### src/rtl/ffapuf_pkg.sv
// ffapuf_pkg: shared state encoding, parameter defaults/limits and arbiter helper for the FF-APUF bank
package ffapuf_pkg;
  typedef enum logic [2:0] {IDLE, ARM, LAUNCH, SAMPLE, DONE} state_e;
  localparam int CW_DEF     = 12;
  localparam int NCH_DEF    = 4;
  localparam int NVOTE_DEF  = 5;
  localparam int SETTLE_DEF = 4;
  localparam int NCH_MIN    = 1;
  localparam int NCH_MAX    = 16;
  localparam int NVOTE_MIN  = 3;
  localparam int NVOTE_MAX  = 15;
  localparam int SETTLE_MIN = 3;
  // The path whose rising edge arrives first wins; simultaneous arrival keeps the previous decision.
  function automatic logic arb_next(input logic en, input logic a, input logic b,
                                    input logic a_q, input logic b_q, input logic hold);
    return !en ? 1'b0 : (a & ~a_q & ~b) ? 1'b1 : (b & ~b_q & ~a) ? 1'b0 : hold;
  endfunction
endpackage

### src/rtl/ffapuf_cell.sv
// ffapuf_cell: two feed-forward switched delay lines racing into an arbiter latch
module ffapuf_cell
  import ffapuf_pkg::*;
#(
  parameter int CW = CW_DEF
) (
  input  logic          clk,
  input  logic          clr,
  input  logic          launch,
  input  logic [CW-1:0] challenge,
  output logic          arb
);
  localparam int FF_SRC = CW / 2 - 1;
  localparam int FF_DST = CW - 1;
  logic t, b, mid_t, mid_b, top, bot;
  logic mt_q, mb_q, top_q, bot_q;
  logic ff_q, ff_d, arb_q, arb_d;
  always_comb begin
    t = launch;
    b = launch;
    for (int k = 0; k <= FF_SRC; k++) {t, b} = challenge[k] ? {b, t} : {t, b};
    mid_t = t;
    mid_b = b;
    // The intermediate arbiter decision steers the last stage instead of its challenge bit alone.
    for (int k = FF_SRC + 1; k < CW; k++)
      {t, b} = (challenge[k] ^ (k == FF_DST && ff_q)) ? {b, t} : {t, b};
    top = t;
    bot = b;
    ff_d = arb_next(launch, mid_t, mid_b, mt_q, mb_q, ff_q);
    arb_d = arb_next(launch, top, bot, top_q, bot_q, arb_q);
  end
  always_ff @(posedge clk or posedge clr) begin
    if (clr) begin
      mt_q  <= 1'b0;
      mb_q  <= 1'b0;
      top_q <= 1'b0;
      bot_q <= 1'b0;
      ff_q  <= 1'b0;
      arb_q <= 1'b0;
    end else begin
      mt_q  <= mid_t;
      mb_q  <= mid_b;
      top_q <= top;
      bot_q <= bot;
      ff_q  <= ff_d;
      arb_q <= arb_d;
    end
  end
  assign arb = arb_q;
endmodule

### src/rtl/ffapuf_bank.sv
// ffapuf_bank: NCH rotated-challenge FF-APUF channels with single-shot or majority-vote evaluation
module ffapuf_bank
  import ffapuf_pkg::*;
#(
  parameter int CW     = CW_DEF,
  parameter int NCH    = NCH_DEF,
  parameter int NVOTE  = NVOTE_DEF,
  parameter int SETTLE = SETTLE_DEF
) (
  input  logic           clk,
  input  logic           clr,
  input  logic           start,
  input  logic           mode,
  input  logic [CW-1:0]  C,
  output logic           busy,
  output logic           valid,
  output logic [NCH-1:0] r,
  output logic [NCH-1:0] unstable
);
  localparam int VW = $clog2(NVOTE + 1);
  localparam int SW = $clog2(SETTLE);
  if (NVOTE % 2 == 0 || NVOTE < NVOTE_MIN || NVOTE > NVOTE_MAX || SETTLE < SETTLE_MIN ||
      NCH < NCH_MIN || NCH > NCH_MAX || CW < 2) begin : g_bad_params
    $error("ffapuf_bank: illegal parameter set");
  end
  state_e                  state_q, state_d;
  logic [CW-1:0]           c_q, c_d;
  logic                    mode_q, mode_d;
  logic                    launch_q, launch_d;
  logic [SW-1:0]           settle_q, settle_d;
  logic [VW-1:0]           eval_q, eval_d, e_cnt;
  logic [NCH-1:0][VW-1:0]  ones_q, ones_d;
  logic [NCH-1:0]          r_q, r_d, unst_q, unst_d;
  logic [NCH-1:0]          arb_raw, sync1_q, sync2_q;
  logic [CW-1:0]           chal [NCH];
  always_comb begin
    state_d  = state_q;
    c_d      = c_q;
    mode_d   = mode_q;
    settle_d = settle_q;
    eval_d   = eval_q;
    ones_d   = ones_q;
    r_d      = r_q;
    unst_d   = unst_q;
    e_cnt    = mode_q ? VW'(NVOTE) : VW'(1);
    case (state_q)
      IDLE: if (start) begin
        c_d     = C;
        mode_d  = mode;
        eval_d  = '0;
        ones_d  = '0;
        state_d = ARM;
      end
      ARM: begin
        settle_d = '0;
        state_d  = LAUNCH;
      end
      LAUNCH: begin
        settle_d = settle_q + SW'(1);
        state_d  = (settle_q == SW'(SETTLE - 1)) ? SAMPLE : LAUNCH;
      end
      SAMPLE: begin
        for (int i = 0; i < NCH; i++) ones_d[i] = ones_q[i] + VW'(sync2_q[i]);
        eval_d  = eval_q + VW'(1);
        state_d = (eval_d == e_cnt) ? DONE : ARM;
        // Results are captured on the way into DONE so they change exactly once per response.
        if (eval_d == e_cnt)
          for (int i = 0; i < NCH; i++) begin
            r_d[i]    = ones_d[i] > (e_cnt >> 1);
            unst_d[i] = (ones_d[i] != '0) && (ones_d[i] != e_cnt);
          end
      end
      default: state_d = IDLE;
    endcase
    launch_d = (state_d == LAUNCH);
  end
  always_ff @(posedge clk or posedge clr) begin
    if (clr) begin
      state_q  <= IDLE;
      c_q      <= '0;
      mode_q   <= 1'b0;
      launch_q <= 1'b0;
      settle_q <= '0;
      eval_q   <= '0;
      ones_q   <= '0;
      r_q      <= '0;
      unst_q   <= '0;
      sync1_q  <= '0;
      sync2_q  <= '0;
    end else begin
      state_q  <= state_d;
      c_q      <= c_d;
      mode_q   <= mode_d;
      launch_q <= launch_d;
      settle_q <= settle_d;
      eval_q   <= eval_d;
      ones_q   <= ones_d;
      r_q      <= r_d;
      unst_q   <= unst_d;
      sync1_q  <= arb_raw;
      sync2_q  <= sync1_q;
    end
  end
  for (genvar i = 0; i < NCH; i++) begin : g_ch
    localparam int S = i % CW;
    logic [2*CW-1:0] dbl;
    assign dbl     = {c_q, c_q} << S;
    assign chal[i] = dbl[2*CW-1 -: CW];
    (* dont_touch = "true" *)
    ffapuf_cell #(.CW(CW)) u_cell (
      .clk       (clk),
      .clr       (clr),
      .launch    (launch_q),
      .challenge (chal[i]),
      .arb       (arb_raw[i])
    );
  end
  assign busy     = (state_q != IDLE);
  assign valid    = (state_q == DONE);
  assign r        = r_q;
  assign unstable = unst_q;
endmodule

### config.mk
export PLATFORM = sky130hd
export DESIGN_NAME = ffapuf_bank
export DESIGN_NICKNAME = d
export VERILOG_FILES = /design/src/rtl/ffapuf_pkg.sv /design/src/rtl/ffapuf_cell.sv /design/src/rtl/ffapuf_bank.sv
export SDC_FILE = /design/constraint.sdc
export NUM_CORES = 1
export LEC_CHECK = 0
export ABC_AREA = 1
export ABC_CLOCK_PERIOD_IN_PS = 1600
export CAP_MARGIN = 20
export CORE_UTILIZATION = 48
export DETAILED_ROUTE_END_ITERATION = 12
export PLACE_DENSITY_LB_ADDON = 0.2
export SYNTH_ARGS = -nofsm -noshare
export SYNTH_HDL_FRONTEND = slang
export SYNTH_SLANG_ARGS = --single-unit
### constraint.sdc
create_clock -name clk -period 1.6 [get_ports clk]
set_input_delay 0.32 -clock clk [delete_from_list [all_inputs] [get_ports clk]]
set_output_delay 0.32 -clock clk [all_outputs]
set_load 0.05 [all_outputs]
Yosys cells after proc, flatten, opt, wreduce, memory -nomap -nowiden
Index checks and enable logic that the tools add are counted.

Equality and inequality tests: 13. Multiplexer cells: 12. Bitwise logic cells: 4. $lt $le $gt $ge: 4. Add/sub/neg operators: 6. Reduce and logical (&&, ||, !) cells: 15.

Operators with widths (number): $pmux W12 S2 (1); $reduce_bool A3 Y1 (5); $add A3 B1 Y3 (4); $gt A3 B2 Y1 (4); $mux W12 (1); $mux W3 (4); $ne A3 B3 Y1 (4); $pmux W3 S4 (1); $eq A3 B2 Y1 const B (3); $pmux W3 S2 (1); $reduce_and A2 Y1 (3); $logic_and A1 B1 Y1 (4); $pmux W2 S2 (1); $reduce_bool A2 Y1 (2); $add A3 B1 Y3 const B (1); $eq A3 B1 Y1 const B (1); $eq A3 B3 Y1 (1); $eq A3 B3 Y1 const B (1); $logic_not A3 Y1 (1); $mux W1 (3); $add A2 B1 Y2 const B (1); $and A1 B1 Y1 (2); $eq A2 B2 Y1 const B (1); $ne A2 B1 Y1 const B (1); 2 further kinds (3).

Register bits after elaboration: 34. Word-level logic and storage cells: 69. Output and inout bits: 10. Input bits: 16.

Logic depth before layout (Yosys ltp)
Gate-level depths: netlist of run 1.

Depth after elaboration: 5. Depth in mapped cells: 9. Depth with buffers taken out: 9.

By module
From an unflattened synthesis of run 1, not the netlist that was laid out.

Cells, all modules: 269. Area total of the unflattened synthesis: 2406.1 um^2.

By module, submodules not included: ffapuf_bank (cells each 253, seq. area each 1251.2 um^2, instances 1, area each 2260.9 um^2); ffapuf_cell (cells each 4, seq. area each 25.0 um^2, instances 4, area each 36.3 um^2).

Worst setup path before layout of run 1
OpenSTA, ideal clock, no wires.

Path type: register to output. Start point: reg state_q[1]. End point: out valid. Slack: -0.017 ns. Arrival time: 1.297 ns. Cell stages (with the launch flop): 4. Path buffers: 0. Data required time: 1.280 ns. Path through: dfrtp_1 nor2_1 inv_1 nor2_1.

Longest elaborated chain between the ends: 1.

Ends and longest elaborated chain: from (decl) (RTL line ffapuf_bank.sv:26) `state_e state_q, state_d;`; from (signal assigned) (RTL line ffapuf_bank.sv:91) `state_q <= state_d;`; $eq A3 B3 Y1 (RTL line ffapuf_bank.sv:119) `assign valid = (state_q == DONE);`; to (decl) (RTL line ffapuf_bank.sv:16) `output logic valid,`.

No other way between the ends.

Worst setup path in the final report of run 1
Start point: reg sync2_q[0]. End point: reg r_q[0] (netlist: r[0]).

Longest elaborated chain between the ends: 2.

Ends and longest elaborated chain: from (decl) (RTL line ffapuf_bank.sv:34) `logic [NCH-1:0] arb_raw, sync1_q, sync2_q;`; from (signal assigned) (RTL line ffapuf_bank.sv:101) `sync2_q <= sync1_q;`; $add A3 B1 Y3 (RTL line ffapuf_bank.sv:63) `for (int i = 0; i < NCH; i++) ones_d[i] = ones_q[i] + VW'(sync2_q[i]);`; $gt A3 B2 Y1 (RTL line ffapuf_bank.sv:69) `r_d[i] = ones_d[i] > (e_cnt >> 1);`; to (signal assigned) (RTL line ffapuf_bank.sv:98) `r_q <= r_d;`; to (decl) (RTL line ffapuf_bank.sv:33) `logic [NCH-1:0] r_q, r_d, unst_q, unst_d;`.

No other way between the ends. A chain may end at the register's enable or synchronous reset.

==> reports/qor.log, run 1 <==
qor: yosys.synth_sequential_area_ratio 0.473
qor: detailed_routing.number_of_vias_in_the_routed_layout 1416
qor: sta.worstMarginPinSlew 223 ps
qor: placement.dpl-instance-area 1980 µm²
qor: sta.finalWorstSetupSlack -16.2 ps
qor: global_routing.global_route_wire_length_before_repair 5990 µm
qor: worst_setup_path.worstSetupStartpointType flop
qor: global_routing.grt_pass1_vias 1399
qor: run_status.failed_checks setup timing
qor: run_status.run_status finished, violations left
qor: finish.fin_cells 274
qor: global_routing.initial_antenna_violation_count 0
qor: detailed_routing.drt_iter0_drc 57
qor: yosys.synth-edff-count 0
qor: global_routing.grt.busiest_layer met2
qor: sta.drv_slew 0
qor: detailed_routing.antenna_left 0
qor: floorplanning.floorplan.initialDensity 0.511
qor: detailed_routing.first_pass_iteration_count_of_the_detailed_router 4
qor: sta.final_period_minus_worst_setup_slack 1620 ps
qor: yosys.synth_area_per_cell 8.72 µm²
qor: detailed_routing.routed_wl_per_cell 12.7 µm
qor: detailed_routing.wirelength 3490 µm
qor: clock_network.insertion_delay_to_the_later_sink_of_the_worst_skew_pair 340 ps
qor: yosys.synth.yosys.warnings 0
qor: sta.timing.final.crit_share 1.01
qor: finish.design_area 2140 µm²
qor: finish.number_of_nets_in_the_finished_design 259
qor: worst_setup_path.timing.reg2reg.setup_slack -20 ps
qor: sta.setup_viol 3
qor: worst_setup_path.critPathMaxFanout 4
qor: hold_path.hp-class input port to asynchronous set/reset pin
qor: global_routing.globalRoute.totalOverflow 0
qor: clock_network.cts_inserted_buffers 5
qor: sta.clock_skew 9.92 ps
qor: yosys.async_reset_ff_frac 1.00
qor: global_routing.grtUsageTotal 0.202
qor: detailed_routing.drc_errors 0
qor: placement.placedCellCount 264
qor: sta.relSlewSlack 0.851
qor: yosys.netlist-cell-type-count 18
qor: floorplanning.boundaryPins 26
qor: clock_network.clockRootBuffer clkbuf_4
qor: finish.ratio_of_cells_with_drive_above_1_in_the_final_layout 0.237
qor: floorplanning.die_w 62.3 µm
qor: sta.finalHoldViolCount 0
qor: global_routing.met1_track_usage_gr 0.214
qor: placement.gpl.final_weighted_congestion 0.717
qor: job.timing.max_cap.violations 0
qor: clock_network.htree_levels 2
qor: global_routing.grt.met2_usage 0.365
qor: floorplanning.core-area 3420 µm²
qor: placement.hpwlAfterDp 2390 µm
qor: power.cellPowerDensity 2110 nW/µm²
qor: clock_network.cts_tree yes
qor: detailed_routing.avgViaCountPerCell 5.17
qor: yosys.syn-num-nets 231
qor: floorplanning.die-height 62.3 µm
qor: finish.antennaDiodeCount 0
qor: clock_network.clk_pin_slew 90 ps
qor: power.irDropWorstVdd 0.00109 V
qor: floorplanning.floorplan.rows 21
qor: floorplanning.dieArea 3880 µm²
qor: worst_setup_path.setup.worst_path.end_class flop
qor: sta.fmax 619 MHz
qor: finish.flow.area_growth_from_synthesis 22.5%
qor: worst_setup_path.worstPathArrival 1850 ps
qor: yosys.postSynth.topFlopCell dfrtp_1
qor: placement.portBuffers 13
qor: sta.hold_slack 306 ps
qor: worst_setup_path.setup.worst_path.class flop to flop
qor: power.static-leakage-power 1.06 nW
qor: yosys.synthesis.instances 200
qor: global_routing.grt_use_met3 0.0478
qor: clock_network.numClockSinks 33
qor: yosys.synth_seq_cells 33
qor: clock_network.cts-root-to-sink-buffers 2
qor: sta.rsz_0062_raised_after_global_routing true
qor: global_routing.grt_max_degree 34
qor: yosys.synth_area 1740 µm²
qor: finish.filler_instances 290
qor: worst_setup_path.worst-endpoint-required 1830 ps
-- cells in the final DEF (no fill, tap or decap), drive strengths merged --
cell type / instances
nand4: 1
ha: 15
clkdlybuf4s50: 3
o22ai: 4
nand2: 63
nand3: 28
nor2: 11
o21ai: 11
buf: 21
clkbuf: 7
inv: 28
dfrtp: 33
a21oi: 3
-- path summary, 6_finish.rpt --
kind,start,depth (start not counted),end
setup / recovery,sync2_q[0],9,r[0]
hold / removal,clr,3,g_ch[3].u_cell.arb
setup reg to reg,sync2_q[0],9,r[0]
min in group clk,sync1_q[0],0,sync2_q[0]
max in group asynchronous,clr,3,sync2_q[0]
hold reg to reg,sync1_q[0],0,sync2_q[0]
-- cells by family (layout without fill, tap and decap cells) --
| kind of cell | after synthesis | in the layout | synth area share |
|---|---|---|---|
| and+or+nand+nor | 103 | 103 | 0.279 |
| adders and majority gates | 15 | 15 | 0.108 |
| DFF | 33 | 33 | 0.473 |
| buffers and inverters | 31 | 59 | 0.0782 |
| AOI/OAI and AO/OA | 18 | 18 | 0.0617 |
-- critical path, cell delays in order (launching register included) --
cell and delay, ps:
dfrtp_2 460, ha_2 210, ha_4 270, inv_4 40
ha_4 240, inv_2 20, nor2_1 70, o21ai_1 80
nand2_1 70, nand2_1 60
-- Yosys cell counts, types with 2 or more instances --
| library cell | number | area (µm²) |
|---|---|---|
| a21oi_1 | 3 | 15.0 |
| buf_4 | 2 | 15.0 |
| dfrtp_1 | 33 | 826 |
| ha_1 | 15 | 188 |
| inv_1 | 27 | 101 |
| nand2_1 | 61 | 229 |
| nand2_2 | 2 | 12.5 |
| nand3_1 | 26 | 130 |
| nand3_2 | 2 | 20.0 |
| nor2_1 | 9 | 33.8 |
| nor2_8 | 2 | 40.0 |
| o21ai_0 | 7 | 35.0 |
| o21ai_1 | 4 | 20.0 |
| o22ai_1 | 2 | 12.5 |
| o22ai_2 | 2 | 25.0 |
-- power breakdown --
| group | leakage, nW | switching, mW | total [mW] | internal [mW] |
|---|---|---|---|---|
| logic | 0.617 | 1.60 | 2.59 | 0.989 |
| registers | 0.412 | 0.239 | 1.42 | 1.19 |
| clock network | 0.0314 | 0.276 | 0.483 | 0.207 |
-- final cells by class --
cell class	count	area [µm²]	share of cell area
Multi-Input combinational cell	136	857	0.401
Clock buffer	7	55.1	0.0258
Timing Repair Buffer	24	225	0.105
Sequential cell	33	828	0.388
Inverter	28	113	0.0527
Tap cell	46	57.6	0.0269
-- metal layers --
metal	vias to the layer above	share of wire
li1	701	-
met1	676	0.41
met2	29	0.53
met3	10	0.029
met4	0	0.027
met5	-	0
-- through the flow --
step | setup slack, ps | power [mW] | setup TNS, ps | utilization
5_1_grt | -96.9 | 4.87 | -342 | 0.625
2_1_floorplan | 84.1 | 3.12 | 0 | -
3_3_place_gp | -13.6 | 3.66 | -21.9 | 0.580
4_1_cts | -39.9 | 4.46 | -114 | 0.620
6_report | -16.2 | 4.50 | -21.4 | 0.625
3_5_place_dp | -59.3 | 3.77 | -184 | 0.580
-- what timing repair did --
action,4_1_cts,5_1_grt
hold buffers,0,0
pin swaps,6,2
endpoints found under the hold margin,0,0
gates resized for setup,18,5
setup endpoints to repair,6,6
cloned,0,0
setup buffers,2,1
-- state kept, by name, summed over array words and instances, names as in the netlist --
name,count
g_ch.u_cell.arb,1
sync2_q,1
state_q,3
ones_q,12
sync1_q,1
unstable,4
r,4
eval_q,3
settle_q,2
mode_q,1
launch_q,1
Note: power is estimated with default switching activity, not from simulation.
==> run 2: changes to the inputs <==
- CORE_ASPECT_RATIO: default -> 1.1
==> run 2 against run 1 <==
The flow still finishes with violations (setup timing). Critical path depth did not move. Die area about the same. Design area is 4.3% higher. Clock skew is 3.2 ps higher. Critical path type unchanged. Largest power group unchanged. Highest routed layer unchanged.
==> reports/qor.log, run 2 (same netlist as run 1, synthesis figures left out) <==
qor: floorplanning.floorplan.rows 22
qor: clock_network.cts_tree yes
qor: global_routing.global_route_wire_length_before_repair 5930 µm
qor: detailed_routing.antenna_left 0
qor: power.irDropWorstVdd 0.000988 V
qor: clock_network.cts-root-to-sink-buffers 2
qor: finish.number_of_nets_in_the_finished_design 261
qor: placement.hpwlAfterDp 2500 µm
qor: worst_setup_path.critPathMaxFanout 4
qor: worst_setup_path.worst-endpoint-required 1840 ps
qor: global_routing.grtUsageTotal 0.209
qor: finish.ratio_of_cells_with_drive_above_1_in_the_final_layout 0.293
qor: clock_network.clk_pin_slew 100 ps
qor: hold_path.hp-class input port to asynchronous set/reset pin
qor: global_routing.initial_antenna_violation_count 0
qor: worst_setup_path.cp-endpoint r[2]
qor: floorplanning.die_w 59.5 µm
qor: global_routing.grt.met2_usage 0.378
qor: floorplanning.boundaryPins 26
qor: detailed_routing.wirelength 3830 µm
qor: worst_setup_path.setup.worst_path.end_class flop
qor: worst_setup_path.crit_path_start sync2_q[0]
qor: sta.final_period_minus_worst_setup_slack 1640 ps
qor: worst_setup_path.timing.reg2reg.setup_slack -40 ps
qor: global_routing.grt_max_degree 34
qor: power.total_power 4.77 mW
qor: detailed_routing.avgViaCountPerCell 5.08
qor: run_status.run_status finished, violations left
qor: finish.most_frequent_cells_in_the_layout nand2_1 (61), dfrtp_1 (30), nand3_1 (26)
qor: worst_setup_path.regToRegEndpoint r[2]
qor: global_routing.grt_use_met3 0.0433
qor: sta.timing.final.crit_share 1.02
qor: detailed_routing.first_pass_iteration_count_of_the_detailed_router 4
qor: placement.placedCellCount 266
qor: sta.finalWorstSetupSlack -39.4 ps
qor: floorplanning.floorplan.initialDensity 0.511
qor: sta.finalHoldViolCount 0
qor: finish.largest_reg_flops 12
qor: clock_network.htree_levels 2
qor: sta.relSlewSlack 0.722
qor: worst_setup_path.setup.worst_path.class flop to flop
qor: sta.setup_viol 4
qor: placement.gpl.final_weighted_congestion 0.783
qor: floorplanning.die-height 65.2 µm
qor: floorplanning.dieArea 3880 µm²
qor: finish.largest_register ones_q
qor: placement.portBuffers 13
qor: sta.drv_slew 0
qor: finish.layout_commonest_cell nand2_1
qor: sta.clock_skew 13.1 ps
qor: global_routing.met1_track_usage_gr 0.214
qor: clock_network.cts.hold.buffers_added 0
qor: detailed_routing.routed_wl_per_cell 13.8 µm
qor: finish.fin_cells 277
qor: global_routing.grt_pass1_vias 1479
qor: detailed_routing.number_of_vias_in_the_routed_layout 1408
qor: sta.worstMarginPinSlew 417 ps
qor: power.cellPowerDensity 2140 nW/µm²
qor: power.static-leakage-power 1.06 nW
qor: detailed_routing.drt_iter0_drc 65
qor: finish.design_area 2230 µm²
qor: worst_setup_path.worstSetupStartpointType flop
qor: job.timing.max_cap.violations 0
qor: worst_setup_path.worst_r2r_startpoint sync2_q[0]
qor: finish.flow.area_growth_from_synthesis 27.7%
qor: global_routing.grt.busiest_layer met2
qor: placement.dpl-instance-area 1970 µm²
qor: clock_network.numClockSinks 33
qor: clock_network.insertion_delay_to_the_later_sink_of_the_worst_skew_pair 330 ps
qor: worst_setup_path.worstPathArrival 1880 ps
qor: run_status.failed_checks setup timing
qor: clock_network.clockRootBuffer clkbuf_4
qor: clock_network.cts_inserted_buffers 5
qor: sta.fmax 610 MHz
qor: global_routing.globalRoute.totalOverflow 0
qor: floorplanning.core-area 3410 µm²
qor: detailed_routing.drc_errors 0
qor: worst_setup_path.r2r_cells 9
qor: finish.antennaDiodeCount 0
qor: sta.rsz_0062_raised_after_global_routing true
## run 2: how the worst min path moves through the flow
stage	slack (ps)	endpoint	from	cells past startpoint
floorplan	330	sync2_q[0]	sync1_q[0]	0
global placement	340	sync2_q[0]	sync1_q[0]	0
detailed placement	360	sync2_q[0]	sync1_q[0]	0
CTS	370	r[1]	clr	3
global route	380	sync2_q[0]	sync1_q[0]	0
finish	370	ones_q[4]	clr	3
## run 2: per-stage QoR
stage | hold slack, ps | TNS (ps) | setup WS, ps | utilization
floorplan | 331 | 0 | 84.1 | -
global placement | 335 | -11.0 | -8.07 | 0.577
detailed placement | 358 | -194 | -61.3 | 0.577
CTS | 366 | -103 | -28.6 | 0.614
global route | 385 | -407 | -114 | 0.652
finish | 368 | -133 | -39.4 | 0.652
## run 2: final cells by class
cell class	count	area [µm²]
clock buffer	5	37.5
multi-input combinational	136	947
sequential	33	830
fill	302	1190
timing repair buffer	26	228
tap	48	60.1
clock inverter	1	5.00
inverter	28	120
## run 2: metal layers
layer	part of all wire	vias to the layer above
li1	-	706
met1	0.41	669
met2	0.55	23
met3	0.028	10
met4	0.017	0
met5	0	-
## run 2: power breakdown
group          total (mW)  internal [mW]  leakage, nW  switching (mW)
clock network       0.423          0.152       0.0269           0.271
logic                2.89           1.17        0.619            1.73
registers            1.46           1.19        0.411           0.268
total                4.77           2.51         1.06            2.26
## run 2: what timing repair did
action / in CTS / in global routing
buffers inserted: 0 / 5
endpoints found under the hold margin: 0 / 0
pin swaps: 10 / 20
endpoints found under the setup margin: 6 / 6
resized for setup: 20 / 20
## run 2: worst max-delay path, cell delays in order (launching register included)
cell     delay (ps)
dfrtp_2         500
ha_4            200
ha_4            270
inv_4            40
ha_4            250
inv_2            20
nor2_1           80
o21ai_1          70
nand2_1          70
nand2_1          50
